`src/rtl/rle_frame_writer_pkg.sv`:
```
// ----------------------------------------------------------------------------
// rle_frame_writer_pkg
//   Shared definitions for the 64x64, 4-bit palette-index framebuffer writer.
//   The framebuffer address type is also used by the VGA-side reader, which
//   reads the frame as frame[y][x] with x the fastest-moving index.
// ----------------------------------------------------------------------------
package rle_frame_writer_pkg;

   localparam int FB_XW     = 6;                  // log2 frame width
   localparam int FB_YW     = 6;                  // log2 frame height
   localparam int IDX_W     = 4;                  // palette index width
   localparam int RUN_W     = 4;                  // run field width (run = field+1)
   localparam int FB_AW     = FB_XW + FB_YW;      // framebuffer address width
   localparam int FB_PIXELS = 1 << FB_AW;         // 4096
   localparam int BYTE_W    = RUN_W + IDX_W;      // encoded stream byte width

   // Writer FSM encoding
   typedef logic [1:0] state_t;
   localparam state_t ST_IDLE      = 2'd0;
   localparam state_t ST_STREAM    = 2'd1;
   localparam state_t ST_SWAP_WAIT = 2'd2;

   // Framebuffer address, row-major: {y, x}
   typedef struct packed {
      logic [FB_YW-1:0] y;
      logic [FB_XW-1:0] x;
   } fb_addr_t;

   // One encoded stream byte: {run, index}
   typedef struct packed {
      logic [RUN_W-1:0] run;
      logic [IDX_W-1:0] idx;
   } rle_byte_t;

   // True for the bottom-right pixel of the frame
   function automatic logic is_last_pixel(input fb_addr_t a);
      return (a.y == {FB_YW{1'b1}}) && (a.x == {FB_XW{1'b1}});
   endfunction

endpackage

```
`src/rtl/rle_frame_writer_addr_counter.sv`:
```
// ----------------------------------------------------------------------------
// rle_frame_writer_addr_counter
//   Raster-order frame address counter (x fastest, then y).
//   Ports:
//     clk, rst_n : clock, asynchronous active-low reset
//     clr        : synchronous clear to pixel 0 (wins over inc)
//     inc        : advance to the next pixel
//     cnt        : current pixel address {y, x}
//     last       : cnt is the final pixel of the frame
// ----------------------------------------------------------------------------
module rle_frame_writer_addr_counter
   import rle_frame_writer_pkg::*;
(
   input  logic     clk,
   input  logic     rst_n,
   input  logic     clr,
   input  logic     inc,
   output fb_addr_t cnt,
   output logic     last
);

   logic [FB_AW-1:0] cnt_q;

   always_ff @(posedge clk or negedge rst_n) begin
      if (!rst_n)
         cnt_q <= '0;
      else if (clr)
         cnt_q <= '0;
      else if (inc)
         cnt_q <= cnt_q + 1'b1;
   end

   assign cnt  = fb_addr_t'(cnt_q);
   assign last = is_last_pixel(cnt);

endmodule

```
`src/rtl/rle_frame_writer.sv`:
```
// ----------------------------------------------------------------------------
// rle_frame_writer
//   Expands a run-length-encoded byte stream into one framebuffer write per
//   clock, in raster order, into the bank the display is not reading. After a
//   full frame the display bank is swapped during the next vertical blank.
//   Ports:
//     clk, rst_n  : pixel clock, asynchronous active-low reset
//     sof         : start-of-frame pulse from the stream source
//     in_valid    : in_data holds a byte
//     in_data     : {run[7:4], index[3:0]}, run length = run+1
//     in_ready    : byte accepted this cycle if in_valid
//     vblank      : display is outside the active area
//     wr_en       : framebuffer write strobe
//     wr_addr     : {y, x} write address
//     wr_data     : palette index written
//     wr_bank     : bank being written (never the displayed one)
//     disp_bank   : bank the VGA reader displays
//     frame_done  : pulse on the write of the last pixel
//     abort       : pulse when sof restarts a partial frame
// ----------------------------------------------------------------------------
module rle_frame_writer
   import rle_frame_writer_pkg::*;
(
   input  logic              clk,
   input  logic              rst_n,
   input  logic              sof,
   input  logic              in_valid,
   input  logic [BYTE_W-1:0] in_data,
   output logic              in_ready,
   input  logic              vblank,
   output logic              wr_en,
   output logic [FB_AW-1:0]  wr_addr,
   output logic [IDX_W-1:0]  wr_data,
   output logic              wr_bank,
   output logic              disp_bank,
   output logic              frame_done,
   output logic              abort
);

   state_t           state;
   logic [RUN_W-1:0] remaining;   // pixels of the current run still to issue
   logic [IDX_W-1:0] cur_idx;     // index of the run being expanded
   rle_byte_t        in_byte;
   fb_addr_t         pix_cnt;     // address of the next write
   logic             pix_last;
   logic             accept;
   logic             issue;
   logic             cnt_clr;

   assign in_byte  = rle_byte_t'(in_data);

   // Only take a new byte once the previous run is fully issued.
   assign in_ready = (state == ST_STREAM) && (remaining == '0);
   assign accept   = in_valid && in_ready;

   // A write is issued this cycle (visible next cycle) either for the first
   // pixel of a freshly accepted byte or for a pending pixel of the current
   // run. A restarting sof suppresses both, which also drops a byte that
   // arrives in the same cycle.
   assign issue    = (state == ST_STREAM) && !sof && (accept || (remaining != '0));

   // sof restarts addressing from IDLE and STREAM; it is ignored while a
   // finished frame waits for vblank.
   assign cnt_clr  = sof && (state != ST_SWAP_WAIT);

   assign wr_bank  = ~disp_bank;

   rle_frame_writer_addr_counter u_addr_cnt (
      .clk   (clk),
      .rst_n (rst_n),
      .clr   (cnt_clr),
      .inc   (issue),
      .cnt   (pix_cnt),
      .last  (pix_last)
   );

   always_ff @(posedge clk or negedge rst_n) begin
      if (!rst_n) begin
         state      <= ST_IDLE;
         remaining  <= '0;
         cur_idx    <= '0;
         wr_en      <= 1'b0;
         wr_addr    <= '0;
         wr_data    <= '0;
         disp_bank  <= 1'b0;
         frame_done <= 1'b0;
         abort      <= 1'b0;
      end else begin
         // Strobes are single-cycle unless re-asserted below.
         wr_en      <= 1'b0;
         frame_done <= 1'b0;
         abort      <= 1'b0;

         case (state)
            ST_IDLE: begin
               remaining <= '0;
               if (sof)
                  state <= ST_STREAM;
            end

            ST_STREAM: begin
               if (sof) begin
                  // Restart: drop any partial run, stay ready for a new frame.
                  remaining <= '0;
                  abort     <= 1'b1;
               end else if (issue) begin
                  wr_en   <= 1'b1;
                  wr_addr <= pix_cnt;
                  if (accept) begin
                     wr_data   <= in_byte.idx;
                     cur_idx   <= in_byte.idx;
                     remaining <= in_byte.run;
                  end else begin
                     wr_data   <= cur_idx;
                     remaining <= remaining - 1'b1;
                  end
                  // Last pixel of the frame: anything left of the run is
                  // discarded rather than wrapping to address 0.
                  if (pix_last) begin
                     frame_done <= 1'b1;
                     remaining  <= '0;
                     state      <= ST_SWAP_WAIT;
                  end
               end
            end

            ST_SWAP_WAIT: begin
               remaining <= '0;
               if (vblank) begin
                  disp_bank <= ~disp_bank;
                  state     <= ST_IDLE;
               end
            end

            default: begin
               state     <= ST_IDLE;
               remaining <= '0;
            end
         endcase
      end
   end

   // frame_done always coincides with the write of the last pixel.
   a_done_on_last: assert property (@(posedge clk) disable iff (!rst_n)
      frame_done |-> (wr_en && (wr_addr == {FB_AW{1'b1}})));

   // A restart cycle never carries a write.
   a_abort_no_write: assert property (@(posedge clk) disable iff (!rst_n)
      abort |-> !wr_en);

endmodule
```
`config.mk`:
```
export PLATFORM = sky130hd
export DESIGN_NAME = rle_frame_writer
export DESIGN_NICKNAME = d
export VERILOG_FILES = /design/src/rtl/rle_frame_writer_pkg.sv /design/src/rtl/rle_frame_writer_addr_counter.sv /design/src/rtl/rle_frame_writer.sv
export SDC_FILE = /design/constraint.sdc
export NUM_CORES = 1
export LEC_CHECK = 0
export ABC_AREA = 1
export CORE_MARGIN = 4
export CORE_UTILIZATION = 52
export DETAILED_ROUTE_END_ITERATION = 12
export GPL_TIMING_DRIVEN = 0
export PLACE_DENSITY = 0.86
export SKIP_LAST_GASP = 1
export SLEW_MARGIN = 15
export SYNTH_ARGS = -nofsm -noshare
export SYNTH_HDL_FRONTEND = slang
export SYNTH_SLANG_ARGS = --single-unit
```
`constraint.sdc`:
```
create_clock -name clk -period 1.9 [get_ports clk]
set_input_delay 0.38 -clock clk [delete_from_list [all_inputs] [get_ports clk]]
set_output_delay 0.38 -clock clk [all_outputs]
set_load 0.01 [all_outputs]
```
# Word-level counts from Yosys, hierarchy flattened
# Index checks and enable logic that the tools add are counted.
[classes]
add_sub_neg = 2
multipliers = 0
n_div = 0
magnitude_cmp = 0
eq_ne = 11
shifts = 0
mux = 22
bitwise = 2
reduce_logical = 16
[op_table]
columns = ["op", "n"]
rows = [
  ["2-to-1 mux 12 bit", 2],
  ["2-to-1 mux 4 bit", 5],
  ["adder 12 x 1 -> 12 bit, second input constant", 1],
  ["equality test 6 bit, second input constant", 2],
  ["!= test 2 bit, second input constant", 6],
  ["2-to-1 mux 2 bit", 5],
  ["2-to-1 mux 1 bit", 9],
  ["logical AND 1 bit", 6],
  ["case mux 2 bit (3 select lines)", 1],
  ["AND reduction 5 bit", 1],
  ["zero test 4 bit", 1],
  ["AND reduction 4 bit", 1],
  ["nonzero test 4 bit", 1],
  ["subtractor 4 x 1 -> 4 bit, second input constant", 1],
  ["!= test 3 bit, second input constant", 1],
  ["AND reduction 3 bit", 1],
  ["equality test 2 x 1 -> 1 bit, second input constant", 1],
  ["equality test 2 bit, second input constant", 1],
  ["zero test 2 bit", 1],
  ["inverter 1 bit", 2],
  ["AND reduction 2 bit", 1],
  ["nonzero test 2 bit", 1],
  ["zero test 1 bit", 1],
  ["logical OR 1 bit", 1],
]
[word_totals]
regBits = 38
latch_bits = 0
mem_bits_rw = 0
mem_bits_ro = 0
in_bits = 13
out_inout_bits = 22
wordCells = 62
memories = 0

# Depth between registers and ports, before layout
[depth]
depth_word = 8
depth_mapped = 10
depth_no_buf = 10

# Hierarchy
# From an unflattened synthesis, not the netlist that was laid out.
[unflattened]
cells_unflattened = 225
hier_area_um2 = 1888.1
[modules_own_cells]
columns = ["module", "instances", "cells_per_inst", "area_each_um2", "seq_area_each_um2"]
rows = [
  ["rle_frame_writer", 1, 136, 1207.4, 650.6],
  ["rle_frame_writer_addr_counter", 1, 89, 680.7, 300.3],
]

# Worst setup path before layout
# No wires, ideal clock.
[synth_timing]
path_kind = "flip-flop to flip-flop"
start = "reg remaining[0]"
end = "reg cur_idx[0]"
setup_time_ns = 0.117
arrival_time_ns = 1.245
required_ns = 1.783
setup_slack_ns = 0.538
stages_incl_launch_ff = 10
path_buffers = 0
synth_period_minus_slack_ns = 1.362
path_cell_list = "dfrtp_1 > inv_1 > ha_1 > nand2_2 > nor2_4 > nand2_2 > inv_2 > nand2_1 > nand2_1 > nand2_1"
[synth_between]
elab_chain_len = 6
word_cells_on_any_way = 7
classes_between = "7 x reduce/logical"
[synth_rtl]
columns = ["item", "line_no", "source"]
rows = [
  ["start: declaration", "rle_frame_writer.sv:41", "logic [RUN_W-1:0] remaining;"],
  ["start signal: assignment", "rle_frame_writer.sv:112", "remaining <= in_byte.run;"],
  ["start signal: assignment", "rle_frame_writer.sv:115", "remaining <= remaining - 1'b1;"],
  ["zero test 4 bit *", "rle_frame_writer.sv:53", "assign in_ready = (state == ST_STREAM) && (remaining == '0);"],
  ["logical AND 1 bit *", "rle_frame_writer.sv:53", ""],
  ["named net in_ready", "rle_frame_writer.sv:29", "output logic in_ready,"],
  ["logical AND 1 bit *", "rle_frame_writer.sv:54", "assign accept = in_valid && in_ready;"],
  ["logical OR 1 bit", "rle_frame_writer.sv:60", "assign issue = (state == ST_STREAM) && !sof && (accept || (remaining != '0));"],
  ["logical AND 1 bit", "rle_frame_writer.sv:60", ""],
  ["AND reduction 4 bit (no line) *", "--", ""],
  ["end signal: assignment", "rle_frame_writer.sv:111", "cur_idx <= in_byte.idx;"],
  ["end: declaration", "rle_frame_writer.sv:42", "logic [IDX_W-1:0] cur_idx;"],
]
# The timed path passes the listed nets; every way through them passes the cells marked *.
# A chain may end at the register's enable or synchronous reset.

# Worst setup path in the final report
[layout_timing]
start = "reg remaining[0]"
end = "out in_ready"
[layout_between]
elab_chain_len = 2
[layout_rtl]
columns = ["item", "line_no"]
rows = [
  ["zero test 4 bit", "rle_frame_writer.sv:53"],
  ["logical AND 1 bit", "rle_frame_writer.sv:53"],
  ["end: declaration", "rle_frame_writer.sv:29"],
]
# Every way passes these cells.

==> flow_summary_export.csv <==
group,metric,value,unit
cells_and_area,fillerInstances,288,
status,outcome,"finished, final reports clean",
sta,min_period,1750,ps
power,p_leak,1.18,nW
synth,syn_area,1970,µm²
placed_design,dp_hpwl,3.02,mm
worst_hold_path,hold_class,"primary input to asynchronous set/reset pin",
cells_and_area,areaGrowthSynthToFinish,25.8,%
synth,ys_seq_area_frac,0.483,
placed_design,gp_congestion,0.859,
drt,drtIter0Drc,71,
cells_and_area,layout.cells.non_filler,320,
setup_path,timing.rr.end,"cur_idx[0]",
power,vdd_drop_max,0.000516,V
clocking,htreeDepth,2,
synth,synthCells,229,
grt,gr-total-overflow,0,
clocking,clkSinkCount,38,
die,dieArea,4840,µm²
sta,finalCritPeriodShare,0.923,
setup_path,crit_type,"register to output pin",
setup_path,worstSetupStartpoint,"remaining[0]",
drt,routed-wl-met3,227,µm
drt,post-route-drc-count,0,
setup_path,start_kind,"register",
die,die_h,69.6,µm
cells_and_area,regArea,951,µm²
power,p_seq_frac,0.409,
setup_path,worstSetupEndpoint,"in_ready",
drt,ant_nets,0,
synth,synth_xor_area_frac,0.0222,
die,core-area,3660,µm²
synth,avgSynthCellArea,8.61,µm²
drt,post_drt_wl_per_cell,12.7,µm
sta,skew,6.39,ps
clocking,cts_tree,"yes",
sta,holdWs,20.5,ps
power,p_sw_frac,0.348,
synth,yosys.area_share.adder,0.0127,
setup_path,worst-endpoint-required,1520,ps
sta,hold_viol,0,
drt,wl_met2,1.99,mm
placed_design,numPortBuffers,34,
sta,slew_headroom,0.705,
grt,grt_pass1_wl,7.25,mm
setup_path,cp_data_arrival_time,1370,ps
power,powerDensity,978,nW/µm²
synth,ys_types,26,
synth,synth_top_family_by_area,"simple AND/OR/NAND/NOR gates",
die,start_util,0.538,
cells_and_area,multi_input_area,873,µm²
sta,rsz0062_at_grt,"false",
clocking,cts_made_buffers,5,
sta,setup_viol_count_final,0,
power,internal-power,1.58,mW
power,clock_power_share,0.234,
drt,m1WireLength,1.81,mm
cells_and_area,n_antenna_cell,0,
setup_path,rrSetupSlack,380,ps
sta,drv_slew,0,
cells_and_area,mostFrequentLayoutCells,"nand2_1 (75), dfrtp_1 (38), clkdlybuf4s50_1 (32), inv_1 (23), nand3_1 (18)",
clocking,clk_pin_slew_worst_paths,70,ps
clocking,root_buffer,"clkbuf_8",
drt,drtPass1Iterations,4,
synth,synth_nets,244,
grt,grt_pass1_vias,1646,
die,chipWidth,69.6,µm
synth,yosys_warnings,0,
cells_and_area,mostFrequentLayoutCell,"nand2_1",
synth,ys_ff_latch,38,
grt,grt_max_degree,23,
sta,worst_pin_slew,443,ps
job,drv_cap,0,
drt,via_per_inst,5.13,
synth,synth-compound-area-share,0.0933,
die,io_pins,35,
sta,tns,0,ps
placed_design,dp_cells,312,
grt,antenna_found_initial,0,
cells_and_area,final_net_count,286,
clocking,clk_path_buf_depth,2,
die,num_rows,22,
power,p_sw,0.843,mW
cells_and_area,fin_util,0.677,
synth,synth.area.mux_share,0,
setup_path,reg2reg_from,"remaining[0]",
drt,wl,4.07,mm
cells_and_area,postLayoutCellArea,2480,µm²
clocking,postCtsSetupRepairBufs,0,
setup_path,rr_worst_depth,9,
sta,max_freq,570,MHz
setup_path,crit_path_end_kind,"output pin",
grt,grt.total_usage,0.184,
power,pwr-share-comb,0.357,
drt,vias,1640,
clocking,clock_latency,290,ps
cells_and_area,drive_above_1_share,0.180,
placed_design,dpl_cell_area,2390,µm²
synth,synth_simple_gate_area_frac,0.315,
setup_path,worst-path-max-fanout,4,
drt,dr.max_layer_used,"met4",
-- sequential cells by signal (all words and copies together), names as in the netlist --
| name | count |
|---|---|
| abort | 1 |
| cur_idx | 4 |
| disp_bank | 1 |
| frame_done | 1 |
| remaining | 4 |
| state | 2 |
| u_addr_cnt.cnt | 12 |
| wr_addr | 12 |
| wr_en | 1 |
-- worst min-delay path by stage --
| stage | endpoint | cells after the start |
|---|---|---|
| floorplan | abort | 0 |
| CTS | frame_done | 1 |
| global placement | cur_idx[3] | 2 |
| detailed placement | frame_done | 1 |
| global route | frame_done | 1 |
| finish | frame_done | 1 |
-- cell families (layout without fill, tap and decap cells) --
family / count (synthesis) / count (layout)
AO/OA/AOI/OAI: 24 / 24
XOR/XNOR: 5 / 5
adder cells (fa/ha/maj): 2 / 2
buffers and inverters: 32 / 75
flip-flops: 38 / 38
AND/OR/NAND/NOR: 128 / 128
-- power groups by stage --
stage,combinational (mW),sequential (mW),clock [mW]
after detailed placement,0.886,1.01,0
after CTS,0.881,0.992,0.586
after global routing,0.955,1.01,0.623
final,0.865,0.992,0.568
after floorplan,0.525,1.03,0
after global placement,0.857,1.00,0
-- cell usage after synthesis (all sizes together) --
library cell | instances | area [µm²]
inv | 28 | 105
nor3 | 1 | 5.00
dfrtp | 38 | 951
nand3 | 19 | 100
buf | 4 | 41.3
nand2 | 80 | 328
or2 | 1 | 6.26
o22ai | 1 | 12.5
nand4 | 10 | 77.6
a21oi | 2 | 21.3
xor2 | 4 | 35.0
ha | 2 | 25.0
o21ai | 21 | 150
xnor2 | 1 | 8.76
nor2 | 17 | 104
-- through the flow --
stage | setup slack, ps | total power, mW
floorplan | 538 | 1.56
global placement | -439 | 1.86
detailed placement | 49.2 | 1.89
CTS | 21.2 | 2.46
global route | 43.1 | 2.58
finish | 146 | 2.42
-- layout make-up --
| type | count | area share |
|---|---|---|
| sequential | 38 | 0.383 |
| multi-input combinational | 159 | 0.352 |
| timing repair buffer | 35 | 0.144 |
| inverter | 28 | 0.0424 |
| clock buffer | 7 | 0.0348 |
| tap | 48 | 0.0242 |
| buffer | 4 | 0.0166 |
| clock inverter | 1 | 0.00202 |
-- critical path: stages (launching register included) --
cell and delay (ps):
dfrtp_1 380, inv_1 90, ha_1 200, nand2_2 120, nor2_4 140, clkbuf_2 150
-- what timing repair did --
| item | in CTS | in global routing |
|---|---|---|
| endpoints found under the hold margin | 0 | 0 |
| pin swaps | 0 | 0 |
| resized for setup | 2 | 1 |
| hold buffers | 0 | 0 |
| setup endpoints to repair | 1 | 1 |
-- routing by layer --
metal,vias to the layer above,global-route usage
met1,763,0.219
met2,52,0.326
met3,6,0.0536
met4,0,0.0456
met5,-,0
li1,819,-
Note: power is estimated with default switching activity, not from simulation.
==> RTL change: new RTL, config.mk and constraints unchanged <==
Make the reset (`rst_n`) synchronous in 2 clocked blocks. Comments in the files are not updated.
--- a/src/rtl/rle_frame_writer_addr_counter.sv
+++ b/src/rtl/rle_frame_writer_addr_counter.sv
@@ -23,3 +23,3 @@
 
-   always_ff @(posedge clk or negedge rst_n) begin
+   always_ff @(posedge clk) begin
       if (!rst_n)
--- a/src/rtl/rle_frame_writer.sv
+++ b/src/rtl/rle_frame_writer.sv
@@ -76,3 +76,3 @@
 
-   always_ff @(posedge clk or negedge rst_n) begin
+   always_ff @(posedge clk) begin
       if (!rst_n) begin
Function: differs if rst_n is asserted again (counterexample within 4 cycles, from zero or initial values and one cycle with rst_n low); with rst_n held inactive, the same outputs for 10 cycles.
==> RTL change against the unedited design <==
Sequential cell count unchanged; via count up 2.3%; cell area down 6.6%; non-clock buffer count up 1; global-route usage up 1.2 points; synthesized area down 9.0%; wire length down 1.7%; worst setup slack worse by 130 ps.
Power is not compared: it rests on default switching activity, and its combinational part moved more than twofold at a synthesized area within 25%.
==> RTL change: results (changes against the unedited design) <==
Outcome
  – Outcome: finished, final reports clean

Global routing
  – Met2 GRT Util: 33.7% (+1.0 points)
  – Vias in the first global route: 1,580 (-4.0%)
  – First-pass GRT wire length: 6.66 mm (-8.1%)
  – Largest net degree at the start of global routing: 14 (-39%)

Route
  – WL met1: 1.78 mm (-1.6%)
  – Routed wire length on met2: 2.00 mm (+0.55%)
  – Drt via density: 5.07 (-1.1%)

Cells and area
  – Post-route insts no fill: 331 (+3.4%)
  – Area Growth Syn to Fin: 29.2%
  – Share of layout cells above drive strength 1: 13.0% (-5.0 points)
  – Fillcell total: 272 (-5.6%)
  – Final net count: 299 (+4.5%)

Yosys
  – Syn_nets: 258 (+5.7%)
  – Asr flop ratio synth: 0% (-100 points)
  – Avg Synthesized Cell Area: 7.38 sq um (-14%)
  – Top post-synthesis cells by area: dfxtp_1, nand2_1, nor2_1, inv_1, a21oi_1
  – Unique masters post-synth: 27 (+3.8%)
  – Synth top cells by count: nand2_1, dfxtp_1, nor2_1

Placement
  – Pre-CTS setup slack: -52.6 ps (-102 ps)
  – Placed cells: 323 (+3.5%)
  – Dpl cell area: 2190 sq um (-8.5%)
  – Hpwl dp: 2.97 mm (-1.9%)

Clocking
  – Root buf cell: clkbuf_4
  – Worst-path clk slew: 120 ps (+50 ps)

Timing
  – Final setup skew: 15.6 ps (+9.21 ps)
  – Hold WS: 491 ps (+471 ps)
  – Worst slew margin: 71.3% (+0.81 points)

Min path
  – Hold crit path type: reg -> reg

Critical path
  – Critical Path AT: 1510 ps (+140 ps)
RTL change: cell count changes after synthesis, moves of 4 or more:
cell | before | now
dfrtp_1 | 38 | 0
dfxtp_1 | 0 | 38
nor2_1 | 9 | 30
a21oi_1 | 1 | 20
nand2_1 | 75 | 57
o21ai_2 | 12 | 0
nand3_1 | 18 | 8
o21ai_1 | 2 | 10
nor3_1 | 1 | 6
inv_1 | 23 | 27
nand4_1 | 9 | 5
RTL change: area by class of cell:
cell class              count  share of cell area [%]
flip-flops and latches     38                    32.8
well taps                  46                    2.49
plain buffers               6                    2.16
clock buffers               5                    1.62
inverters                  32                    5.29
multi-input cells         167                    37.9
clock inverters             3                    2.97
repair buffers             34                    14.7
RTL change: repair_timing:
item,CTS,global route
pin swaps,0,1
setup endpoints to repair,1,1
resized for setup,6,2
RTL change: final timing paths:
| path | depth (start not counted) | startpoint | to |
|---|---|---|---|
| min | 2 | remaining[0] | remaining[0] |
| max reg2reg | 7 | u_addr_cnt.cnt[0] | u_addr_cnt.cnt[8] |
| max | 5 | remaining[0] | in_ready |
| min reg2reg | 2 | remaining[0] | remaining[0] |
RTL change: power breakdown:
part           switching [W]  internal, W  leakage (nW)
clock network       0.000285     0.000411        0.0554
registers          0.0000102     0.000815         0.308
logic              0.0000877    0.0000810         0.503
total               0.000383      0.00131         0.866
RTL change: worst max-delay path: stages (launching register included):
cell and delay [ps]:
dfxtp_1 340, inv_2 90, ha_4 170, nand2_1 90, nor3_2 200, clkdlybuf4s15_2 250
RTL change: logic make-up (layout without fill, tap and decap cells):
kind of cell    after synthesis  count (layout)  share of synthesized area [%]
xor+xnor                      5               5                           2.44
buf+inv                      38              80                           9.63
flops                        38              38                           42.4
compound gates               41              41                           12.7
simple gates                119             119                           31.4
fa+ha+maj                     2               2                           1.40
